--- src/rtl/wallace_mult_arbiter.sv ---
// Round-robin sequencer sharing one combinational N x N multiplier among NUM_REQ requesters.
// Optional build macro WALLACE_ARB_ZERO_SKIP_EN: zero operands bypass EXEC and return 0 one cycle earlier.
module wallace_mult_arbiter #(
    parameter int N       = 8,
    parameter int NUM_REQ = 4,
    parameter int ID_W    = 2
) (
    input  logic                 clk,
    input  logic                 rst,
    input  logic [NUM_REQ-1:0]   req_valid,
    output logic [NUM_REQ-1:0]   req_ready,
    input  logic [NUM_REQ*N-1:0] req_a,
    input  logic [NUM_REQ*N-1:0] req_b,
    output logic [N-1:0]         mul_a,
    output logic [N-1:0]         mul_b,
    input  logic [2*N-1:0]       mul_product,
    output logic                 rsp_valid,
    input  logic                 rsp_ready,
    output logic [ID_W-1:0]      rsp_id,
    output logic [2*N-1:0]       rsp_product,
    output logic                 busy
);

    typedef enum logic [1:0] {IDLE, EXEC, RESP} state_t;

    state_t          state_q, state_d;
    logic [ID_W-1:0] ptr_q, ptr_d;
    logic [N-1:0]    mul_a_q, mul_a_d, mul_b_q, mul_b_d;
    logic [ID_W-1:0] rsp_id_q, rsp_id_d;
    logic [2*N-1:0]  rsp_product_q, rsp_product_d;
    logic            rsp_valid_q, rsp_valid_d;

    logic            grant_found;
    logic [ID_W-1:0] grant_id;
    logic [N-1:0]    grant_a, grant_b;

    // Scan ptr, ptr+1, ... wrapping at NUM_REQ (which need not be a power of two).
    always_comb begin
        int cand;
        grant_found = 1'b0;
        grant_id    = '0;
        cand        = 0;
        for (int i = 0; i < NUM_REQ; i++) begin
            cand = int'(ptr_q) + i;
            if (cand >= NUM_REQ) cand = cand - NUM_REQ;
            if (!grant_found && req_valid[ID_W'(cand)]) begin
                grant_found = 1'b1;
                grant_id    = ID_W'(cand);
            end
        end
    end

    assign grant_a = req_a[int'(grant_id)*N +: N];
    assign grant_b = req_b[int'(grant_id)*N +: N];

`ifdef WALLACE_ARB_ZERO_SKIP_EN
    logic op_zero;
    assign op_zero = (grant_a == '0) || (grant_b == '0);
`endif

    always_ff @(posedge clk) begin
        if (rst) begin
            state_q <= IDLE;
        end else begin
            state_q <= state_d;
        end
    end

    always_comb begin
        state_d = state_q;
        case (state_q)
            IDLE: begin
                if (grant_found) begin
                    state_d = EXEC;
`ifdef WALLACE_ARB_ZERO_SKIP_EN
                    if (op_zero) state_d = RESP;
`endif
                end
            end
            EXEC:    state_d = RESP;
            RESP:    if (rsp_ready) state_d = IDLE;
            default: state_d = IDLE;
        endcase
    end

    always_comb begin
        req_ready     = '0;
        ptr_d         = ptr_q;
        mul_a_d       = mul_a_q;
        mul_b_d       = mul_b_q;
        rsp_id_d      = rsp_id_q;
        rsp_product_d = rsp_product_q;
        rsp_valid_d   = rsp_valid_q;
        case (state_q)
            IDLE: begin
                if (grant_found) begin
                    req_ready[grant_id] = 1'b1;
                    mul_a_d             = grant_a;
                    mul_b_d             = grant_b;
                    rsp_id_d            = grant_id;
`ifdef WALLACE_ARB_ZERO_SKIP_EN
                    if (op_zero) begin
                        rsp_product_d = '0;
                        rsp_valid_d   = 1'b1;
                    end
`endif
                end
            end
            EXEC: begin
                rsp_product_d = mul_product;
                rsp_valid_d   = 1'b1;
            end
            RESP: begin
                if (rsp_ready) begin
                    rsp_valid_d = 1'b0;
                    ptr_d       = (rsp_id_q == ID_W'(NUM_REQ - 1)) ? '0 : rsp_id_q + 1'b1;
                end
            end
            default: ;
        endcase
    end

    // Reset discards any in-flight operands and response.
    always_ff @(posedge clk) begin
        if (rst) begin
            ptr_q         <= '0;
            mul_a_q       <= '0;
            mul_b_q       <= '0;
            rsp_id_q      <= '0;
            rsp_product_q <= '0;
            rsp_valid_q   <= 1'b0;
        end else begin
            ptr_q         <= ptr_d;
            mul_a_q       <= mul_a_d;
            mul_b_q       <= mul_b_d;
            rsp_id_q      <= rsp_id_d;
            rsp_product_q <= rsp_product_d;
            rsp_valid_q   <= rsp_valid_d;
        end
    end

    assign mul_a       = mul_a_q;
    assign mul_b       = mul_b_q;
    assign rsp_id      = rsp_id_q;
    assign rsp_product = rsp_product_q;
    assign rsp_valid   = rsp_valid_q;
    assign busy        = (state_q != IDLE);

endmodule

--- config.mk ---
export PLATFORM = sky130hd
export DESIGN_NAME = wallace_mult_arbiter
export DESIGN_NICKNAME = d
export VERILOG_FILES = /design/src/rtl/wallace_mult_arbiter.sv
export SDC_FILE = /design/constraint.sdc
export NUM_CORES = 1
export LEC_CHECK = 0
export CAP_MARGIN = 10
export CORE_MARGIN = 4
export CORE_UTILIZATION = 37
export DETAILED_ROUTE_END_ITERATION = 8
export GPL_ROUTABILITY_DRIVEN = 1
export PLACE_DENSITY = 0.9
export RECOVER_POWER = 100
export SYNTH_ARGS = -nofsm -noshare
export SYNTH_HDL_FRONTEND = slang
export SYNTH_SLANG_ARGS = --single-unit
--- constraint.sdc ---
create_clock -name clk -period 2.9 [get_ports clk]
set_clock_uncertainty 0.1 [all_clocks]
set_input_delay 0.725 -clock clk [delete_from_list [all_inputs] [get_ports clk]]
set_output_delay 0.725 -clock clk [all_outputs]
set_load 0.005 [all_outputs]
# Word-level counts from Yosys, hierarchy flattened
# Index checks and enable logic that the tools add are counted.
[totals]
ff_bits = 39
latch_bits = 0
ram_bits = 0
rom_bits = 0
inputBits = 87
output_inout_bits = 40
n_memories = 0
[op_classes]
add_sub_neg = 8
mul = 0
div = 0
order_cmp = 10
n_eq_ne = 5
shift = 2
mux = 34
n_bitwise = 0
reduce_logical = 14
[op_table]
columns = ["op", "n"]
rows = [
  ["$shiftx A32 B6 Y8", 2],
  ["$mux W2", 11],
  ["$lt A2 B4 Y1 const B", 4],
  ["$mux W1", 14],
  ["$ge A3 B3 Y1 const B", 3],
  ["$bmux W1 S2", 4],
  ["$mux W4", 2],
  ["$reduce_and A2 Y1", 4],
  ["$sub A2 B1 Y2 const B", 4],
  ["$add A2 B2 Y3 const B", 2],
  ["$pmux W2 S3", 1],
  ["$eq A2 B2 Y1 const B", 2],
  ["$logic_and A1 B1 Y1", 4],
  ["$ne A2 B2 Y1 const B", 2],
  ["$reduce_bool A2 Y1", 2],
  ["$add A2 B1 Y3 const B", 1],
  ["$ge A2 B3 Y1 const B", 1],
  ["$logic_not A1 Y1", 3],
  ["$lt A2 B3 Y1 const B", 1],
  ["$add A2 B1 Y2 const B", 1],
  ["$demux W1 S2", 1],
  ["$eq A2 B1 Y1 const B", 1],
  ["$ge A2 B1 Y1 const B", 1],
  ["$logic_not A2 Y1", 1],
  ["$pmux W1 S2", 1],
]

# Longest topological paths before layout
# Gate-level depths: netlist of run 1.
[logic_depth]
ltp_word = 21
mapped_depth = 7
ltp_nobuf = 5

# Worst setup path before layout of run 1
# Ideal clock, no wire load.
[synth_timing]
path_type = "in2out"
start = "in req_valid[1]"
end = "out req_ready[0]"
arrival_time_ns = 1.682
required_ns = 2.075
setup_slack_ns = 0.393
path_stages = 5
n_path_buf = 1
path_cell_list = "nand2b_1 nor2_1 clkbuf_1 nor2_1 nor3_1"
[synth_via]
elab_chain_len = 19
[synth_lines]
columns = ["item", "line_no", "source"]
rows = [
  ["from (decl)", "10", "input logic [NUM_REQ-1:0] req_valid,"],
  ["$bmux W1 S2", "46", "if (!grant_found && req_valid[ID_W'(cand)]) begin"],
  ["$mux W1 (not written as such) (2 in a row)", "46", ""],
  ["$mux W1", "46", ""],
  ["$logic_not A1 Y1", "46", ""],
  ["$logic_and A1 B1 Y1", "46", ""],
  ["$mux W1", "46", ""],
  ["$logic_not A1 Y1", "46", ""],
  ["$logic_and A1 B1 Y1", "46", ""],
  ["[... 2 more ...]", "-", ""],
  ["$logic_and A1 B1 Y1", "46", ""],
  ["$mux W2", "46", ""],
  ["$lt A2 B3 Y1 (not written as such) or $ge A2 B1 Y1 (tied branches)", "97", "req_ready[grant_id] = 1'b1;"],
  ["$logic_and A1 B1 Y1 (not written as such)", "97", ""],
  ["$mux W1 (not written as such)", "97", ""],
  ["$demux W1 S2", "97", ""],
  ["$mux W4 *", "96", "if (grant_found) begin"],
  ["$mux W4 *", "94", "case (state_q)"],
  ["to (decl)", "11", "output logic [NUM_REQ-1:0] req_ready,"],
]
# Every way passes the cells marked *; elsewhere a longest branch is shown, timed or not. The select of a mux whose other input is x is not followed.

# Final worst setup path of run 1
[layout_timing]
start = "in req_valid[2]"
end = "out req_ready[2]"
# The elaborated chain is that of the path after synthesis.

==> results of run 1 <==
report_power, final:
group | switching (mW) | internal, mW | total, mW
logic | 0.187 | 0.288 | 0.475
clock network | 0.208 | 0.172 | 0.379
registers | 0.0292 | 0.589 | 0.618
total | 0.423 | 1.05 | 1.47
metal layers:
layer / up-vias / global-route usage [%] / share of wire (%)
li1: 1098 / - / -
met1: 1026 / 23.7 / 37
met2: 90 / 38.4 / 52
met3: 18 / 5.42 / 7.5
met4: 0 / 9.80 / 3.4
met5: - / 0 / 0
flip-flops by register name, indices dropped and copies added (netlist names):
signal       count
ptr_q            2
rsp_product     16
rsp_id           2
state_q          2
rsp_valid        1
mul_a            8
mul_b            8
critical path, cell delays in order:
cell and delay [ps]:
dlygate4sd2_1 300, or4_4 580, nand2_4 120, nor3_1 60, clkdlybuf4s15_1 210
synthesized netlist by cell type, types with 2 or more instances:
library cell  number  area (µm²)
dfxtp_1           39         781
nand2_1           32         120
a21oi_1           21         105
a21boi_0          16         120
a221o_1           16         160
nand3_1           16        80.1
o21ai_0           16        80.1
clkbuf_1           9        33.8
nor2_1             9        33.8
mux2_2             8        90.1
mux2_4             8         120
nor3_1             6        30.0
buf_6              3        33.8
inv_1              3        11.3
mux2i_1            3        30.0
and2_1             2        12.5
buf_2              2        10.0
nand2b_1           2        12.5
nor2b_1            2        12.5
cell families (layout without fill, tap and decap cells):
group,count (synthesis),count (layout),synth area share (%)
AO/OA/AOI/OAI,75,75,25.3
adder cells (fa/ha/maj),1,1,0.610
buffers and inverters,20,152,5.62
flip-flops,39,39,38.1
multiplexers,19,19,11.7
AND/OR/NAND/NOR,77,77,18.7
timing repair:
item	CTS	global route
gates resized for setup	23	3
gates cloned	0	0
setup endpoints to repair	4	3
buffers inserted	1	0
pin swaps	4	0
path summary, 6_finish.rpt:
kind,start,endpoint,slack [ps],depth (start not counted)
worst max register to register,state_q[0]$_SDFFE_PP0P_,mul_b[6]$_SDFFE_PP0P_,550,6
worst min-delay path,rsp_product[0]$_SDFFE_PP0P_,rsp_product[0]$_SDFFE_PP0P_,350,2
worst min register to register,rsp_product[0]$_SDFFE_PP0P_,rsp_product[0]$_SDFFE_PP0P_,350,2
worst max-delay path,req_valid[2],req_ready[2],70,5
area by class of cell:
type	instances	area (µm²)
clock buffers	5	68.8
clock inverters	3	23.8
fillers	410	1710
inverters	3	11.3
multi-input cells	172	1200
flip-flops and latches	39	781
well taps	70	87.6
repair buffers	141	1360
==> impl_metrics.tcl, run 1 <==
set metrics [dict create \
    maxSlewViolCount 0 \
    power.density_nw_per_um2 417 \
    gp_congestion 0.791 \
    dr.pass1.iters 4 \
    finish.utilization_pct 67.4 \
    drive_gt1_share_pct 15.4 \
    synth-seq-cells 39 \
    final-hold-violation-count 0 \
    start_kind "input pin" \
    place_inst 424 \
    start_util_pct 39.1 \
    clock.fmax_mhz 354 \
    fin_setup_tns_ps 0 \
    ys_types 37 \
    dieArea_um2 6790 \
    fin_ws_ps 72.7 \
    cts_tree "done" \
    rows 26 \
    syn_nets 319 \
    critPathCaptureType "primary output" \
    hold_ws_ps 354 \
    grt_overflow_total 0 \
    grt.total_usage_pct 21.5 \
    antenna_left 0 \
    synth_edf_count 0 \
    p_leak_nw 1.43 \
    io-pin-count 127 \
    path_class "input pin to primary output" \
    die_x_um 82.4 \
    post-place-ws_ps -511 \
    portBuffers 126 \
    fin_area_um2 3530 \
    finalNonFillerCells 433 \
    p_total_mw 1.47 \
    worstMarginPinSlew_ps 1020 \
    postSynthAreaPerCell_um2 8.87 \
    grt_max_degree 25 \
    ir_drop_v 0.000259 \
    clock-root-buffer "clkbuf_8" \
    mostFrequentLayoutCells "81 x clkdlybuf4s50_1, 39 x dfxtp_1, 37 x dlygate4sd3_1, 32 x nand2_1, 21 x a21oi_1" \
    final_common_cell "clkdlybuf4s50_1" \
    drt-vias-per-instance 5.15 \
    vias 2232 \
    hold_buffers 0 \
    fin_crit_ps 2830 \
    htree_levels 2 \
    maxCapViolCount 0 \
    fin_crit_sh_pct 97.5 \
    post_drt_wl_per_cell_um 16.5 \
    antenna_cells 0 \
    num-nets-final 450 \
    area_growth_pct 72.2 \
    drt_iter0_markers 76 \
    core_um2 5240 \
    grt_pass1_wl_mm 11.1 \
    die_y_um 82.4 \
    postSynth.asyncResetShare_pct 0 \
    setup_viol 0 \
    clkSlewWorstSetupHoldPaths_ps 80 \
    grt_setup_unrepaired "no" \
    ys.flop_type "dfxtp_1" \
    slew-limit-headroom_pct 31.4 \
    cts_made_buffers 5 \
    grt_antenna_before_repair 0 \
    syn-instance-count 231 \
    required_ps 2080 \
    clock-sinks 39 \
    synth_seq_area_share_pct 38.1 \
    grt_pass1_vias 2319 \
    synth_area_um2 2050 \
    yosys_warnings 0 \
    clock_latency_ps 290 \
    cts_buffer_depth 2 \
    cp.arrival_ps 2000 \
    min_path_type "register to register" \
    wl_mm 7.13 \
    cp_max_fo 6 \
    drc_errors 0 \
    status "completed" \
    detailed_place_hpwl_mm 5.47 \
    dpl_cell_area_um2 3400 \
]
Note: power is estimated with default switching activity, not from simulation.
==> inputs of run 2 (changes only) <==
CORE_UTILIZATION = 38   (was 37)
CTS_BUF_LIST = sky130_fd_sc_hd__clkbuf_8   (was default)
PLACE_DENSITY = 0.91   (was 0.9)
==> run 2 against run 1 <==
  * Cell count grew 0.92%
  * Maximum frequency shrank 0.44%
  * Global-route usage shrank 0.29 points
  * Highest routed layer unchanged
  * Largest power group unchanged
  * Register-to-register slack lost 110 ps
  * Combinational power increased by 1%
  * Sequential share of layout area fell by 0.25 points
  * Sequential cell count unchanged
  * Critical path type unchanged
  * Critical path depth rose by 1
==> impl_metrics.tcl, run 2 (synthesized netlist as in run 1, its figures left out) <==
set metrics [dict create \
    post-place-ws_ps -486 \
    grt.total_usage_pct 21.2 \
    fin_area_um2 3570 \
    start_util_pct 39.6 \
    io-pin-count 127 \
    p_clk_share_pct 30.7 \
    grt_antenna_before_repair 0 \
    cp.arrival_ps 2010 \
    cts_tree "done" \
    grt_max_degree 24 \
    path_class "input pin to primary output" \
    cp_max_fo 5 \
    clock_latency_ps 290 \
    vias 2312 \
    start_kind "input pin" \
    cts_made_buffers 5 \
    p_leak_nw 1.46 \
    setup_viol 0 \
    status "completed" \
    dr.pass1.iters 4 \
    cts_buffer_depth 2 \
    detailed_place_hpwl_mm 5.55 \
    fillers 397 \
    p_total_mw 1.58 \
    hold-path-cell-count 2 \
    mostFrequentLayoutCells "81 x clkdlybuf4s50_1, 39 x dfxtp_1, 37 x dlygate4sd3_1, 32 x nand2_1, 21 x a21oi_1" \
    multi_input_area_um2 1180 \
    clock-sinks 39 \
    drt-vias-per-instance 5.29 \
    dieArea_um2 6630 \
    final_common_cell "clkdlybuf4s50_1" \
    fin_setup_tns_ps 0 \
    power.density_nw_per_um2 444 \
    fin_ws_ps 60.1 \
    finalNonFillerCells 437 \
    worstMarginPinSlew_ps 1140 \
    wl_mm 7.44 \
    clock.fmax_mhz 352 \
    worstHoldStart "rsp_product[15]$_SDFFE_PP0P_" \
    ir_drop_v 0.000271 \
    regToRegSetupSlack_ps 440 \
    seq_area_um2 781 \
    htree_levels 2 \
    finish.utilization_pct 69.0 \
    endpoint "req_ready[1]" \
    rows 26 \
    hold_ws_ps 353 \
    die_y_um 81.4 \
    drt_iter0_markers 100 \
    fin_crit_ps 2840 \
    cp-startpoint "req_valid[1]" \
    largest_reg_flops 16 \
    critPathCaptureType "primary output" \
    post_drt_wl_per_cell_um 17.0 \
    area_growth_pct 74.2 \
    drive_gt1_share_pct 15.3 \
    final-hold-violation-count 0 \
    p_sw_uw 423 \
    p_int_mw 1.16 \
    r2r_start "ptr_q[1]$_SDFFE_PP0P_" \
    clock-root-buffer "clkbuf_8" \
    core_um2 5170 \
    antenna_left 0 \
    maxCapViolCount 0 \
    fin_crit_sh_pct 97.9 \
    portBuffers 126 \
    num-nets-final 453 \
    min_path_type "register to register" \
    required_ps 2080 \
    swShare_pct 26.7 \
    slew-limit-headroom_pct 23.4 \
    place_inst 426 \
    die_x_um 81.4 \
    drc_errors 0 \
    grt_pass1_wl_mm 10.7 \
    worst-r2r-cell-count 7 \
    grt_pass1_vias 2244 \
    combPwrFrac_pct 30.3 \
    grt_overflow_total 0 \
    gp_congestion 0.788 \
    r2r-end "mul_b[1]$_SDFFE_PP0P_" \
    dpl_cell_area_um2 3410 \
    maxSlewViolCount 0 \
    seqPwrFrac_pct 39.0 \
    clkSlewWorstSetupHoldPaths_ps 80 \
]
[run 2: per-layer routing]
metal	vias up	wire, µm	track usage (%)
met3	19	528	4.93
met2	92	3920	38.4
met5	-	0	0
met1	1094	2770	23.0
met4	0	213	10.5
li1	1107	-	-
[run 2: area by class of cell]
type                    count  area share (%)
diodes                      1          0.0701
clock buffers               6            2.31
clock inverters             2            1.09
inverters                   3           0.315
multi-input cells         172            33.0
flip-flops and latches     39            21.9
well taps                  70            2.45
repair buffers            144            38.9
[run 2: worst min-delay path by stage]
stage | slack [ps] | to
floorplan | 350 | rsp_product[0]$_SDFFE_PP0P_
global placement | 340 | rsp_product[8]$_SDFFE_PP0P_
detailed placement | 350 | rsp_product[2]$_SDFFE_PP0P_
CTS | 360 | rsp_product[1]$_SDFFE_PP0P_
global route | 370 | rsp_product[2]$_SDFFE_PP0P_
finish | 350 | rsp_product[15]$_SDFFE_PP0P_
[run 2: worst max-delay path: stages]
cell	delay [ps]
dlygate4sd2_1	260
buf_4	150
or4_4	500
nand2_4	110
nor3_1	50
clkdlybuf4s15_1	220
[run 2: timing repair]
item	in CTS	in global routing
setup endpoints to repair	20	4
hold buffers	0	0
setup buffers	1	1
resized for setup	11	7
pin swaps	1	2
[run 2: power by group through the flow]
stage	sequential [mW]	combinational (mW)	clock, mW
2_1_floorplan	0.633	0.206	0
3_3_place_gp	0.629	0.484	0
3_5_place_dp	0.632	0.494	0
4_1_cts	0.619	0.496	0.495
5_1_grt	0.624	0.519	0.514
6_report	0.618	0.481	0.486
==> inputs of run 3 (changes only) <==
CELL_PAD_IN_SITES_DETAIL_PLACEMENT = 2   (was default)
CELL_PAD_IN_SITES_GLOBAL_PLACEMENT = 2   (was default)
CORE_UTILIZATION = 20   (was 38)
PLACE_DENSITY = 0.9   (was 0.91)
==> run 3 against run 2 <==
  * Register-to-register slack gained 20 ps
  * Largest cell class unchanged
  * Via count grew 0.74%
  * Non-clock buffer count grew 1
  * First-iteration DRC count shrank 43%
  * Global-route usage shrank 5.3 points
  * Sequential cell count is the same
  * Total power shrank 3.5%
  * Sequential power is essentially flat
==> impl_metrics.tcl, run 3 (synthesized netlist as in run 1, its figures left out) <==
set metrics [dict create \
    status "completed" \
    portBuffers 126 \
    clock-root-buffer "clkbuf_8" \
    drive_gt1_share_pct 16.1 \
    fillers 1092 \
    grt-busiest-layer "met2" \
    path_class "input pin to primary output" \
    core_um2 9860 \
    final-hold-violation-count 0 \
    io-pin-count 127 \
    rows 36 \
    drt-vias-per-instance 4.66 \
    grt_antenna_before_repair 1 \
    gp_congestion 0.756 \
    power.density_nw_per_um2 419 \
    detailed_place_hpwl_mm 7.68 \
    antenna_left 0 \
    cp.arrival_ps 2000 \
    worstMarginPinSlew_ps 650 \
    vias 2329 \
    cp_max_fo 4 \
    grt_max_degree 25 \
    die_y_um 109 \
    maxCapViolCount 0 \
    htree_levels 2 \
    largest_reg_flops 16 \
    hold_buffers 0 \
    mostFrequentLayoutCells "81 x clkdlybuf4s50_1, 39 x dfxtp_1, 37 x dlygate4sd3_1, 32 x nand2_1, 21 x a21oi_1" \
    clock-sinks 39 \
    setup_viol 0 \
    finalNonFillerCells 500 \
    critPathCaptureType "primary output" \
    ir_drop_v 0.000147 \
    maxSlewViolCount 0 \
    clock.fmax_mhz 354 \
    p_total_mw 1.53 \
    cts_made_buffers 5 \
    final_common_cell "clkdlybuf4s50_1" \
    grt_use_met2_pct 31.6 \
    dr.pass1.iters 4 \
    required_ps 2080 \
    clkSlewWorstSetupHoldPaths_ps 90 \
    post_drt_wl_per_cell_um 19.7 \
    place_inst 487 \
    start_util_pct 20.8 \
    grt_use_met3_pct 3.43 \
    finish.utilization_pct 37.0 \
    area_growth_pct 78.0 \
    start_kind "input pin" \
    cts_buffer_depth 2 \
    wl_mm 9.84 \
    p_leak_nw 1.46 \
    fin_crit_sh_pct 97.3 \
    cts_tree "done" \
    grt_pass1_wl_mm 14.4 \
    grt_pass1_vias 2567 \
    drc_errors 0 \
    grt.total_usage_pct 15.9 \
    die_x_um 109 \
    clock_latency_ps 290 \
    fin_crit_ps 2820 \
    num-nets-final 454 \
    slew-limit-headroom_pct 56.6 \
    dieArea_um2 11900 \
    min_path_type "register to register" \
    antenna_cells 0 \
    met1_usage_pct 16.7 \
    grt_setup_unrepaired "no" \
    grt_overflow_total 0 \
    drt_iter0_markers 57 \
]
-- run 3: cell types whose count changed in the layout (fill, tap and decap cells not counted), sizes merged --
cell           before  now
bufinv              1    0
inv                 4    3
dlygate4sd2         4    5
diode               1    0
clkdlybuf4s15       4    1
clkbuf              7   12
clkinv              0    1
buf                17   15
clkinvlp            0    1
-- run 3: final timing paths --
check / startpoint / to / slack [ps] / cells past startpoint
worst max register to register: state_q[0]$_SDFFE_PP0P_ / mul_b[3]$_SDFFE_PP0P_ / 460 / 8
worst min register to register: rsp_product[8]$_SDFFE_PP0P_ / rsp_product[8]$_SDFFE_PP0P_ / 360 / 2
worst min-delay path: rsp_product[8]$_SDFFE_PP0P_ / rsp_product[8]$_SDFFE_PP0P_ / 360 / 2
worst max-delay path: req_valid[1] / req_ready[0] / 80 / 6
-- run 3: final cells by class --
cell class	instances	area (µm²)	share of cell area, %
clock buffer	6	82.6	2.26
clock inverter	2	16.3	0.446
inverter	3	11.3	0.309
multi-input combinational	172	1210	33.2
sequential	39	781	21.4
tap	133	166	4.56
timing repair buffer	145	1380	37.8
-- run 3: power by group --
part	leakage [nW]	internal [mW]	switching [mW]
Combinational	1.09	0.292	0.213
Clock	0.0474	0.194	0.209
Sequential	0.320	0.589	0.0316
Total	1.46	1.08	0.454
-- run 3: metrics by stage --
| step | instance area [µm²] | TNS, ps | hold WS (ps) | setup slack [ps] |
|---|---|---|---|---|
| after floorplan | 2050 | 0 | 353 | 393 |
| after global placement | 3480 | -6500 | 343 | -484 |
| after detailed placement | 3480 | -9200 | 353 | -608 |
| after CTS | 3640 | 0 | 366 | 3.03 |
| after global routing | 3650 | 0 | 385 | 14.3 |
| final | 3650 | 0 | 359 | 78.4 |
-- run 3: critical path, stage by stage --
cell	delay (ps)
dlygate4sd2_1	260
buf_4	140
or4_4	440
nand2_4	120
nor3_2	50
dlygate4sd2_1	270
-- run 3: metal layers --
layer / up-vias / part of all wire (%)
li1: 1108 / -
met1: 1139 / 37
met2: 70 / 56
met3: 10 / 5.5
met4: 2 / 1.2
met5: - / 0.13
-- run 3: repair_timing --
action                     CTS  global route
setup endpoints to repair   20            11
pin swaps                    3             0
gates resized for setup     21             3
buffers inserted             3             1
==> patch, RTL diff (config.mk and constraints of run 2) <==
Add a define of `WALLACE_ARB_ZERO_SKIP_EN`.
--- a/src/rtl/wallace_mult_arbiter.sv
+++ b/src/rtl/wallace_mult_arbiter.sv
@@ -1,5 +1,7 @@
 // Round-robin sequencer sharing one combinational N x N multiplier among NUM_REQ requesters.
 // Optional build macro WALLACE_ARB_ZERO_SKIP_EN: zero operands bypass EXEC and return 0 one cycle earlier.
+`define WALLACE_ARB_ZERO_SKIP_EN
+
 module wallace_mult_arbiter #(
     parameter int N       = 8,
     parameter int NUM_REQ = 4,
Formal check against the unedited RTL: not equivalent (Yosys sat finds a counterexample within 4 cycles, from zero or initial values and one cycle with rst high).
==> patch against run 2 <==
  * The flow now finishes with violations (setup timing)
  * First-iteration DRC count rose to 3.4 times the old value
  * Routed wire length up 52%
  * Design area up 34%
  * Worst setup slack worse by 0.28 ns
  * Power up 20%
  * Synthesized area up 28%
  * Sequential cell count unchanged
  * Largest cell class is now multi-input gates
==> patch: results (changes against run 2) <==
{| class="wikitable"
! Metric !! Value
|-
| Final setup violation count || 22 (+22)
|-
| Fraction of layout cells with a size suffix above 1 || 0.2848 (+0.1318)
|-
| Pre-CTS setup slack || -0.9221 ns (-0.4360 ns)
|-
| Worst max-slew margin expressed relative to the limit || 0.6186 (+0.3843)
|-
| Total routed wirelength || 11300 microns (+52%)
|-
| Number of nets in the synthesized netlist || 419 (+31%)
|-
| Initial antenna violation count || 0 (unchanged)
|-
| Slowest stage cell on the critical path || sky130_fd_sc_hd__or4b_4
|-
| Gp weighted congestion || 0.8745 (+11%)
|-
| Complex-gate fraction of the synthesized area || 0.2049 (-0.04788)
|-
| Run status || finished, violations left
|-
| Final net count || 582 (+28%)
|-
| Mux contribution to synthesized area || 0.07641 (-0.04081)
|-
| Ranking of synthesized cells by area || sky130_fd_sc_hd__dfxtp_1, sky130_fd_sc_hd__mux2i_1, sky130_fd_sc_hd__nand2_1
|-
| Number of buffer cells added on primary ports || 126 (unchanged)
|-
| Setup slack, reg-to-reg || -0.11 ns (-0.55 ns)
|-
| Cell leakage power || 1.805 nW (+23%)
|-
| Drt pass-1 iters || 5 (+1)
|-
| Number of distinct standard cells referenced by the synthesized netlist || 39 (+5.4%)
|-
| DR vias || 3424 (+48%)
|-
| Highest ir drop seen on vdd || 0.0003115 V (+15%)
|-
| Cell types with the highest counts after synthesis || sky130_fd_sc_hd__nand2_1, sky130_fd_sc_hd__dfxtp_1, sky130_fd_sc_hd__nand3_1
|-
| Maximum number of pins on one net before global-route repair || 40 (+67%)
|-
| Estimated wirelength of the detail-placed design || 7465 microns (+35%)
|-
| Highest cell delay on the worst timing path || 0.58 ns (+0.08 ns)
|-
| Total Routing Usage GR || 0.2416 (+0.02957)
|-
| Arithmetic-cell share of the synthesized area counting full adders, half adders and majority gates || 0.004776 (-0.001329)
|-
| R2R cell count || 10 (+3)
|-
| Hold-critical path endpoint || mul_a[7]$_SDFFE_PP0P_
|-
| Endpoint arrival time on the critical path || 3.17 ns (+1.16 ns)
|-
| Part of the Yosys area used for sequential elements || 0.2980 (-0.08296)
|-
| Worst r2r src || ptr_q[0]$_SDFFE_PP0P_
|-
| Top fanout value on the critical path || 8 (+3)
|-
| DRC violation total after the first TritonRoute iteration || 340 (+240%)
|-
| CP Launch Point || req_valid[2]
|-
| Worst setup margin || -0.2172 ns (-0.2773 ns)
|-
| Failing checks || setup timing
|-
| Filler Cells Inserted || 438 (+10%)
|-
| Placed cell areas || 4213 sq um (+23%)
|-
| Number of antenna repair diodes || 0 (-1)
|}
-- patch: layout make-up --
cell class              instances  share of cell area
clock buffers                   7             0.02016
clock inverters                 1           0.0007853
inverters                       1           0.0007853
multi-input cells             254              0.4178
flip-flops and latches         39              0.1634
well taps                      77             0.02016
repair buffers                193              0.3770
-- patch: repair_timing --
item | 4_1_cts | 5_1_grt
endpoints found under the setup margin | 24 | 22
cloned | 1 | 0
hold buffers | 0 | 0
hold endpoints to repair | 0 | 0
pin swaps | 19 | 22
resized for setup | 64 | 44
setup buffers | 11 | 10
-- patch: power breakdown --
| part | internal, mW | switching [mW] | leakage, nW |
|---|---|---|---|
| Combinational | 0.481 | 0.386 | 1.43 |
| Clock | 0.213 | 0.178 | 0.0557 |
| Sequential | 0.595 | 0.0430 | 0.321 |
| Total | 1.29 | 0.607 | 1.80 |
-- patch: cells by family (layout without fill, tap and decap cells) --
kind of cell,Yosys count,in the layout
AOI/OAI and AO/OA,70,70
DFF,39,39
buffers and inverters,38,202
adders and majority gates,1,1
and+or+nand+nor,163,163
muxes,20,20
-- patch: per-stage QoR --
stage | power [mW] | utilization | setup TNS [ns] | hold WS, ns | instances
6_report | 1.897 | 0.7318 | -3.532 | 0.3548 | 572
5_1_grt | 1.984 | 0.7318 | -3.796 | 0.3895 | 572
4_1_cts | 1.795 | 0.6956 | -4.132 | 0.3580 | 564
3_5_place_dp | 1.364 | 0.6450 | -22.63 | 0.3485 | 545
3_3_place_gp | 1.343 | 0.6450 | -20.49 | 0.3448 | 545
2_1_floorplan | 0.9756 | - | -4.212 | 0.3527 | 331
-- patch: worst register-to-register path, cell delays in order, from the launching register on --
cell	delay [ns]
sky130_fd_sc_hd__dfxtp_1	0.48
sky130_fd_sc_hd__nor2b_4	0.07
sky130_fd_sc_hd__or4b_4	0.58
sky130_fd_sc_hd__buf_6	0.16
sky130_fd_sc_hd__and3_4	0.16
sky130_fd_sc_hd__o32a_1	0.40
sky130_fd_sc_hd__a2111oi_4	0.27
sky130_fd_sc_hd__a22oi_2	0.18
sky130_fd_sc_hd__nor3_4	0.20
sky130_fd_sc_hd__buf_6	0.23
sky130_fd_sc_hd__nor3_2	0.06
-- patch: per-layer routing --
layer	wire length, microns	up-vias	track usage	part of all wire
met4	417	0	0.08291	0.037
met1	4522	1616	0.2951	0.40
met3	800	42	0.05372	0.071
li1	-	1568	-	-
met2	5558	198	0.4188	0.49
met5	0	-	0	0
